### src/rtl/input_conditioner.sv
// Synchronise, debounce and optionally latch board keys and switches.
// Optional sticky press latching: define INPUT_STICKY_PRESS_EN.
module input_conditioner #(
  parameter int unsigned DEBOUNCE_CYCLES = 50000,
  parameter int unsigned CNT_W           = 16
) (
  input  logic        clk,
  input  logic        reset,
  input  logic [3:0]  key_n,
  input  logic [9:0]  sw_raw,
  input  logic [15:0] addr,
  input  logic        oe_cpu,
  output logic [3:0]  buttons,
  output logic [9:0]  switches,
  output logic [3:0]  press_evt
);

  localparam int unsigned N = 14;

  // Keys idle released (1), switches idle off (0).
  localparam logic [N-1:0] RST_V = {10'b0, 4'hF};

  localparam logic [CNT_W-1:0] CNT_MAX =
    CNT_W'(DEBOUNCE_CYCLES - 1);

  logic [N-1:0]     raw;
  logic [N-1:0]     sync1_q;
  logic [N-1:0]     sync2_q;
  logic [N-1:0]     stab_q;
  logic [N-1:0]     stab_d;
  logic [CNT_W-1:0] cnt_q [N];
  logic [CNT_W-1:0] cnt_d [N];
  logic [3:0]       pe_q;
  logic [3:0]       pe_d;

  assign raw = {sw_raw, key_n};

  // Two-flop synchroniser for every raw pin.
  always_ff @(posedge clk) begin
    if (!reset) begin
      sync1_q <= RST_V;
      sync2_q <= RST_V;
    end else begin
      sync1_q <= raw;
      sync2_q <= sync1_q;
    end
  end

  // Per-bit debounce: accept a level after it holds for the full count.
  always_comb begin
    for (int i = 0; i < N; i++) begin
      cnt_d[i]  = '0;
      stab_d[i] = stab_q[i];
      if (sync2_q[i] != stab_q[i]) begin
        if (cnt_q[i] == CNT_MAX) begin
          stab_d[i] = sync2_q[i];
        end else begin
          cnt_d[i] = cnt_q[i] + 1'b1;
        end
      end
    end
  end

  // Debounce counters and accepted levels.
  always_ff @(posedge clk) begin
    if (!reset) begin
      stab_q <= RST_V;
      for (int i = 0; i < N; i++) begin
        cnt_q[i] <= '0;
      end
    end else begin
      stab_q <= stab_d;
      for (int i = 0; i < N; i++) begin
        cnt_q[i] <= cnt_d[i];
      end
    end
  end

  // A press is the accepted key level falling 1->0.
  always_comb begin
    pe_d = stab_q[3:0] & ~stab_d[3:0];
  end

  // Press pulse lines up with the first cycle buttons shows it.
  always_ff @(posedge clk) begin
    if (!reset) begin
      pe_q <= '0;
    end else begin
      pe_q <= pe_d;
    end
  end

  assign press_evt = pe_q;
  assign switches  = stab_q[N-1:4];

`ifdef INPUT_STICKY_PRESS_EN

  logic       rd_btn;
  logic [3:0] st_q;
  logic [3:0] st_d;
  logic [3:0] btn_q;
  logic [3:0] btn_d;

  // Sticky set dominates the read-clear in the same cycle.
  always_comb begin
    rd_btn = (addr == 16'hFFFD) && !oe_cpu;
    st_d   = (st_q & ~{4{rd_btn}}) | pe_q;
    btn_d  = ~st_d & stab_d[3:0];
  end

  // Sticky bits and a registered copy of the button view.
  always_ff @(posedge clk) begin
    if (!reset) begin
      st_q  <= '0;
      btn_q <= 4'hF;
    end else begin
      st_q  <= st_d;
      btn_q <= btn_d;
    end
  end

  assign buttons = btn_q;

`else

  logic unused_bus;
  assign unused_bus = ^{addr, oe_cpu};

  assign buttons = stab_q[3:0];

`endif

endmodule

### config.mk
export PLATFORM = sky130hd
export DESIGN_NAME = input_conditioner
export DESIGN_NICKNAME = d
export VERILOG_FILES = /design/src/rtl/input_conditioner.sv
export SDC_FILE = /design/constraint.sdc
export NUM_CORES = 1
export LEC_CHECK = 0
export ABC_AREA = 1
export CORE_ASPECT_RATIO = 1.5
export CORE_MARGIN = 10
export CORE_UTILIZATION = 55
export CTS_BUF_LIST = sky130_fd_sc_hd__clkbuf_4
export DETAILED_ROUTE_END_ITERATION = 8
export GPL_TIMING_DRIVEN = 0
export PLACE_DENSITY = 0.7
export SYNTH_ARGS = -nofsm -noshare
export SYNTH_HDL_FRONTEND = slang
export SYNTH_SLANG_ARGS = --single-unit
### constraint.sdc
create_clock -name clk -period 1.9 [get_ports clk]
set_clock_uncertainty 0.1 [all_clocks]
set_input_delay 0.38 -clock clk [delete_from_list [all_inputs] [get_ports clk]]
set_output_delay 0.38 -clock clk [all_outputs]
set_load 0.01 [all_outputs]
==> out/qor.csv, run 1 <==
stage;metric;value;unit
die;fp.dieW;144;µm
logic_synthesis;synthCells;1817;
drt;drc;0;
die;start_util;55.5;%
sta;timing.final.ws_setup;86.7;ps
cells_and_area;syn_to_final_growth;11.6;%
logic_synthesis;synthTopCellsByArea;dfxtp_1 (43%), nand2_1 (13%), nor2_1 (11%);
min_path;hold_class;in2reg;
logic_synthesis;yosys.cell_types.count;29;
die;rows;68;
cts;path_clk_slew;70;ps
logic_synthesis;yosys_warnings;0;
grt;grt_pass1_vias;11100;
cells_and_area;register_area;5410;µm²
grt;grt_pass1_wl;46000;µm
drt;vias;11300;
place;post-dp-hpwl;19300;µm
cts;clk_root_buffer_cell;clkbuf_4;
logic_synthesis;synth_ff_type;dfxtp_1;
critical_path;criticalPathCategory;reg2out;
critical_path;worstSetupEndpointType;output pin;
place;place_congestion;0.884;
critical_path;cp-endpoint;switches[5];
logic_synthesis;syn_area_per_cell;6.99;µm²
critical_path;reg2reg_depth;7;
cts;clock_path_buffers;3;
cells_and_area;multiInputGateArea;6300;µm²
place;port_buffers;33;
sta;hold_viol_final;0;
cts;cts-buffers-inserted;67;
cts;cts_tree;yes;
logic_synthesis;synth_edf_count;0;
drt;drtIter0Drc;403;
cells_and_area;nFillCells;2174;
logic_synthesis;synth_top_area_share;42.6;%
sta;relSlewSlack;75.7;%
sta;whs;147;ps
cts;clock_latency;680;ps
cells_and_area;final_cell_mix;nand2_1 (426), nor2_1 (378), dfxtp_1 (266), inv_1 (210), nand3_1 (128);
cts;cts_hold_buf;0;
die;dieArea;29700;µm²
critical_path;cp_num_cells;1;
logic_synthesis;yosysSeqAreaShare;42.6;%
pwr;power;0.0106;W
cells_and_area;final_area;14200;µm²
cells_and_area;drive_gt1_share;9.85;%
critical_path;critPathTopFamily;flip-flops;
pwr;ir_worst_vdd;660;µV
cells_and_area;final_core_util;61.9;%
critical_path;startpoint_type;register;
cells_and_area;layout_commonest_cell;nand2_1;
die;core_area;22900;µm²
logic_synthesis;syn_area;12700;µm²
grt;antenna_found_initial;1;
place;place_ws;-335;ps
drt;avgRoutedWirePerCell;11.8;µm
sta;rsz0062_at_grt;false;
critical_path;cp.required;1420;ps
cts;post_cts_buffers;0;
grt;overflow;0;
die;ioPinCount;51;
sta;setup_viol;0;
sta;fmax;551;MHz
logic_synthesis;ys_ff_latch;270;
cells_and_area;fin_nets;1966;
sta;min_period_over_period;95.4;%
logic_synthesis;async_reset_ff_share;0;%
drt;via_per_inst;5.05;
logic_synthesis;yosys.area.top_type;dfxtp_1;
critical_path;max_stage_delay;390;ps
critical_path;rrSetupSlack;230;ps
logic_synthesis;syn_nets;1864;
critical_path;r2r_start;cnt_q[1][0];
drt;antenna_left;0;
critical_path;startpoint;stab_q[9];
drt;drt_first_pass_iters;5;
critical_path;worstPathArrival;1330;ps
sta;slew_violations;0;
cts;ctsHtreeMaxLevel;3;
pwr;powerDensity;748;nW/µm²
run;drv_cap;0;
min_path;holdPathStages;3;
critical_path;r2r_end;cnt_q[1][15];
critical_path;worstPathCellList;clkdlybuf4s15_1;
sta;fin_crit;1810;ps
critical_path;critPathSlowestCell;dfxtp_1;
place;place_area;13400;µm²
status;status;completed;
sta;timing_worst_slew_pin_value;364;ps
critical_path;crit_buf_inv;1;
grt;grt_max_degree;11;
die;dieHeight;206;µm
critical_path;path_max_fanout;3;
grt;grt.total_usage;18.3;%
drt;finalWirelength;26400;µm
cts;cts.sinks;270;
pwr;cellLeakagePower;4.97;nW
[layer usage]
metal  global-route usage (%)  vias to the layer above  wire (µm)
li1                         -                     5961          -
met1                     18.7                     5089      10900
met2                     33.6                      189      13400
met3                     4.02                       72       1090
met4                     10.1                        0        985
met5                        0                        -          0
[how the worst min path moves through the flow]
stage	start	endpoint	slack, ps
2_1_floorplan	sync1_q[10]	sync2_q[10]	290
3_3_place_gp	sync1_q[5]	sync2_q[5]	300
3_5_place_dp	sync1_q[10]	sync2_q[10]	300
4_1_cts	sw_raw[8]	sync1_q[12]	80
5_1_grt	sw_raw[8]	sync1_q[12]	130
6_report	sw_raw[3]	sync1_q[7]	150
[kinds of logic after synthesis]
| group | Yosys count | synth area share (%) |
|---|---|---|
| simple gates | 1075 | 36.2 |
| flops | 270 | 42.6 |
| buf+inv | 231 | 7.80 |
| compound gates | 130 | 5.36 |
| xor+xnor | 97 | 6.69 |
| fa+ha+maj | 14 | 1.38 |
[metrics by stage]
| step | std cells | TNS [ps] |
|---|---|---|
| after floorplan | 1817 | 0 |
| after global placement | 2130 | -19170 |
| after detailed placement | 2130 | -21460 |
| after CTS | 2240 | 0 |
| after global routing | 2241 | 0 |
| final | 2241 | 0 |
[cell usage after synthesis, types with 2 or more instances]
cell,instances
nand3_1,128
nor2_4,2
nand3_2,5
nor3_1,4
buf_6,12
nor2_1,378
inv_1,210
xor2_1,60
a21oi_1,99
buf_4,3
o21bai_1,7
buf_2,4
nand2_1,426
nand3b_1,3
nand4_1,67
nand2_4,2
dfxtp_1,270
ha_1,14
a21oi_2,3
o21ai_0,20
nor3_2,2
nand2_2,13
or2_2,23
nor2_2,21
xnor2_1,37
[flip-flops by register name, summed over array words and instances, names as in the netlist]
signal     count
cnt_q        224
press_evt      4
stab_q        14
sync1_q       14
sync2_q       14
[where the power goes]
group / internal [W] / total, W / leakage [nW] / switching [W]
registers: 0.00570 / 0.00571 / 2.18 / 0.0000182
logic: 0.0000778 / 0.000190 / 2.31 / 0.000112
clock network: 0.00248 / 0.00470 / 0.482 / 0.00223
total: 0.00825 / 0.0106 / 4.97 / 0.00236
[worst reg2reg max path, stage by stage, from the launching register on]
cell,delay [ps]
dfxtp_1,350
ha_1,190
nand3_1,200
nor2_2,200
nand3_1,130
nand2_2,170
buf_6,170
nor2_1,50
[cell type report]
class,count,share of cell area (%)
Antenna cell,1,0.0177
Inverter,210,5.56
Sequential cell,270,38.2
Clock buffer,91,4.82
Buffer,21,1.43
Clock inverter,19,0.874
Multi-Input combinational cell,1316,44.5
Timing Repair Buffer,33,2.18
Tap cell,280,2.47
[repair_timing]
item / CTS / global route
gates resized for setup: 27 / 1
cloned: 0 / 0
endpoints found under the setup margin: 18 / 1
pin swaps: 0 / 0
(Power assumes the default switching activity.)
==> run 2: changes to the inputs <==
CTS_BUF_LIST = sky130_fd_sc_hd__clkbuf_8   (was sky130_fd_sc_hd__clkbuf_4)
CTS_CLUSTER_DIAMETER = 80   (was default)
PLACE_DENSITY = 0.83   (was 0.7)
==> run 2 against run 1 <==
Non-clock buffer count unchanged. Global-route usage down 0.25 points. Utilization up 0.69 points. Final cell count down 1.5%. Hold slack better by 110 ps. Sequential power about the same. Setup slack better by 59 ps. Die area unchanged. Routed wire length down 0.54%. Maximum frequency up 3.3%. Critical endpoint is now switches[3]. Largest cell class unchanged.
==> out/qor.csv, run 2 (synthesis gave the netlist of run 1 again) <==
stage;metric;value;unit;change
critical_path;startpoint_type;register;;unchanged
drt;vias;11300;;about the same
cts;clock_path_buffers;3;;unchanged
cts;cts_tree;yes;;unchanged
sta;setup_viol;0;;unchanged
drt;avgRoutedWirePerCell;11.9;µm;was 11.8 µm
place;place_area;13400;µm²;unchanged
run;drv_cap;0;;unchanged
cts;cts-buffers-inserted;43;;was 67
critical_path;worstSetupEndpointType;output pin;;unchanged
cells_and_area;final_cells;2208;;was 2241
critical_path;critPathTopFamily;flip-flops;;unchanged
place;place_inst;2130;;unchanged
critical_path;crit_buf_inv;1;;unchanged
pwr;ir_worst_vdd;886;µV;was 660 µV
grt;overflow;0;;unchanged
cts;cts.sinks;270;;unchanged
cells_and_area;final_area;14300;µm²;was 14200 µm²
drt;drt_first_pass_iters;5;;unchanged
sta;timing_worst_slew_pin_value;342;ps;was 364 ps
drt;drc;0;;unchanged
critical_path;criticalPathCategory;reg2out;;unchanged
cts;clk_root_buffer_cell;clkbuf_8;;was clkbuf_4
critical_path;worstPathArrival;1270;ps;was 1330 ps
cts;ctsHtreeMaxLevel;2;;was 3
sta;rsz0062_at_grt;false;;unchanged
cts;path_clk_slew;70;ps;about the same
cells_and_area;regMostFlops;cnt_q;;unchanged
die;fp.dieW;144;µm;unchanged
sta;relSlewSlack;77.1;%;was 75.7%
cts;post_cts_buffers;0;;unchanged
place;port_buffers;33;;unchanged
cells_and_area;final_core_util;62.6;%;was 61.9%
sta;slew_violations;0;;unchanged
critical_path;max_stage_delay;390;ps;about the same
critical_path;critPathSlowestCell;dfxtp_1;;unchanged
cells_and_area;fin_nets;1942;;was 1966
drt;drtIter0Drc;468;;was 403
die;dieHeight;206;µm;unchanged
drt;via_per_inst;5.12;;was 5.05
pwr;cellLeakagePower;5.06;nW;was 4.97 nW
die;start_util;55.5;%;unchanged
cells_and_area;final_cell_mix;nand2_1 (426), nor2_1 (378), dfxtp_1 (269), inv_1 (220), nand3_1 (128);;was nand2_1 (426), nor2_1 (378), dfxtp_1 (266), inv_1 (210), nand3_1 (128)
status;status;completed;;unchanged
min_path;hold_class;in2reg;;unchanged
die;core_area;22900;µm²;unchanged
pwr;powerDensity;793;nW/µm²;was 748 nW/µm²
place;post-dp-hpwl;19100;µm;was 19300 µm
sta;fmax;570;MHz;was 551 MHz
die;dieArea;29700;µm²;unchanged
critical_path;worstPathCellList;dlygate4sd2_1;;was clkdlybuf4s15_1
sta;tns;0;ps;unchanged
drt;antenna_left;0;;unchanged
drt;finalWirelength;26200;µm;was 26400 µm
cells_and_area;largest_reg_flops;224;;unchanged
sta;whs;259;ps;was 147 ps
cts;post_cts_resize_count;18;;was 27
die;rows;68;;unchanged
sta;min_period_over_period;92.4;%;was 95.4%
grt;antenna_found_initial;0;;was 1
grt;grt.total_usage;18.1;%;was 18.3%
grt;grt_pass1_wl;45800;µm;was 46000 µm
grt;grt_max_degree;11;;unchanged
cts;clock_latency;560;ps;was 680 ps
grt;grt_pass1_vias;11100;;about the same
place;place_congestion;0.952;;was 0.884
sta;hold_viol_final;0;;unchanged
critical_path;path_max_fanout;3;;unchanged
cells_and_area;layout_commonest_cell;nand2_1;;unchanged
sta;fin_crit;1750;ps;was 1810 ps
cells_and_area;n_antenna_cell;0;;was 1
critical_path;cp.required;1420;ps;about the same
cells_and_area;syn_to_final_growth;12.8;%;was 11.6%
cells_and_area;drive_gt1_share;8.35;%;was 9.85%
cts;cts_hold_buf;0;;unchanged
die;ioPinCount;51;;unchanged
## run 2: changes by cell type in the layout (fill, tap and decap cells not counted), sizes merged, moves of 2 or more
cell / before / now
clkbuf: 93 / 57
bufinv: 2 / 4
clkdlybuf4s15: 4 / 0
inv: 213 / 220
dlygate4sd2: 13 / 17
clkinv: 14 / 8
## run 2: per-stage QoR
step	worst slack (ps)	power, W
floorplan	490	0.00595
global placement	-393	0.00603
detailed placement	-388	0.00603
CTS	5.27	0.0115
global route	50.9	0.0118
finish	145	0.0114
## run 2: layer usage
metal / vias up / global-route usage (%) / routed length (µm)
met1: 5118 / 18.5 / 10600
met5: - / 0 / 0
met3: 76 / 3.17 / 1040
met2: 232 / 34.4 / 13800
met4: 0 / 8.12 / 857
li1: 5877 / - / -
## run 2: worst paths after layout
| kind | end | cells after the start | startpoint | slack, ps |
|---|---|---|---|---|
| max | switches[3] | 1 | stab_q[7] | 150 |
| min | sync1_q[9] | 3 | sw_raw[5] | 260 |
| max reg2reg | cnt_q[1][55] | 7 | cnt_q[1][48] | 260 |
| min reg2reg | sync2_q[0] | 1 | sync1_q[0] | 310 |
## run 2: cell type report
type	count	area, µm²
multi-input combinational	1316	6300
sequential	270	5410
timing repair buffer	33	312
inverter	210	788
clock buffer	56	771
fill	1965	8560
clock inverter	22	198
buffer	21	203
tap	280	350
## run 2: where the power goes
part	switching, W	internal [W]	leakage [nW]
logic	0.000111	0.0000779	2.33
registers	0.0000184	0.00570	2.18
clock network	0.00227	0.00319	0.544
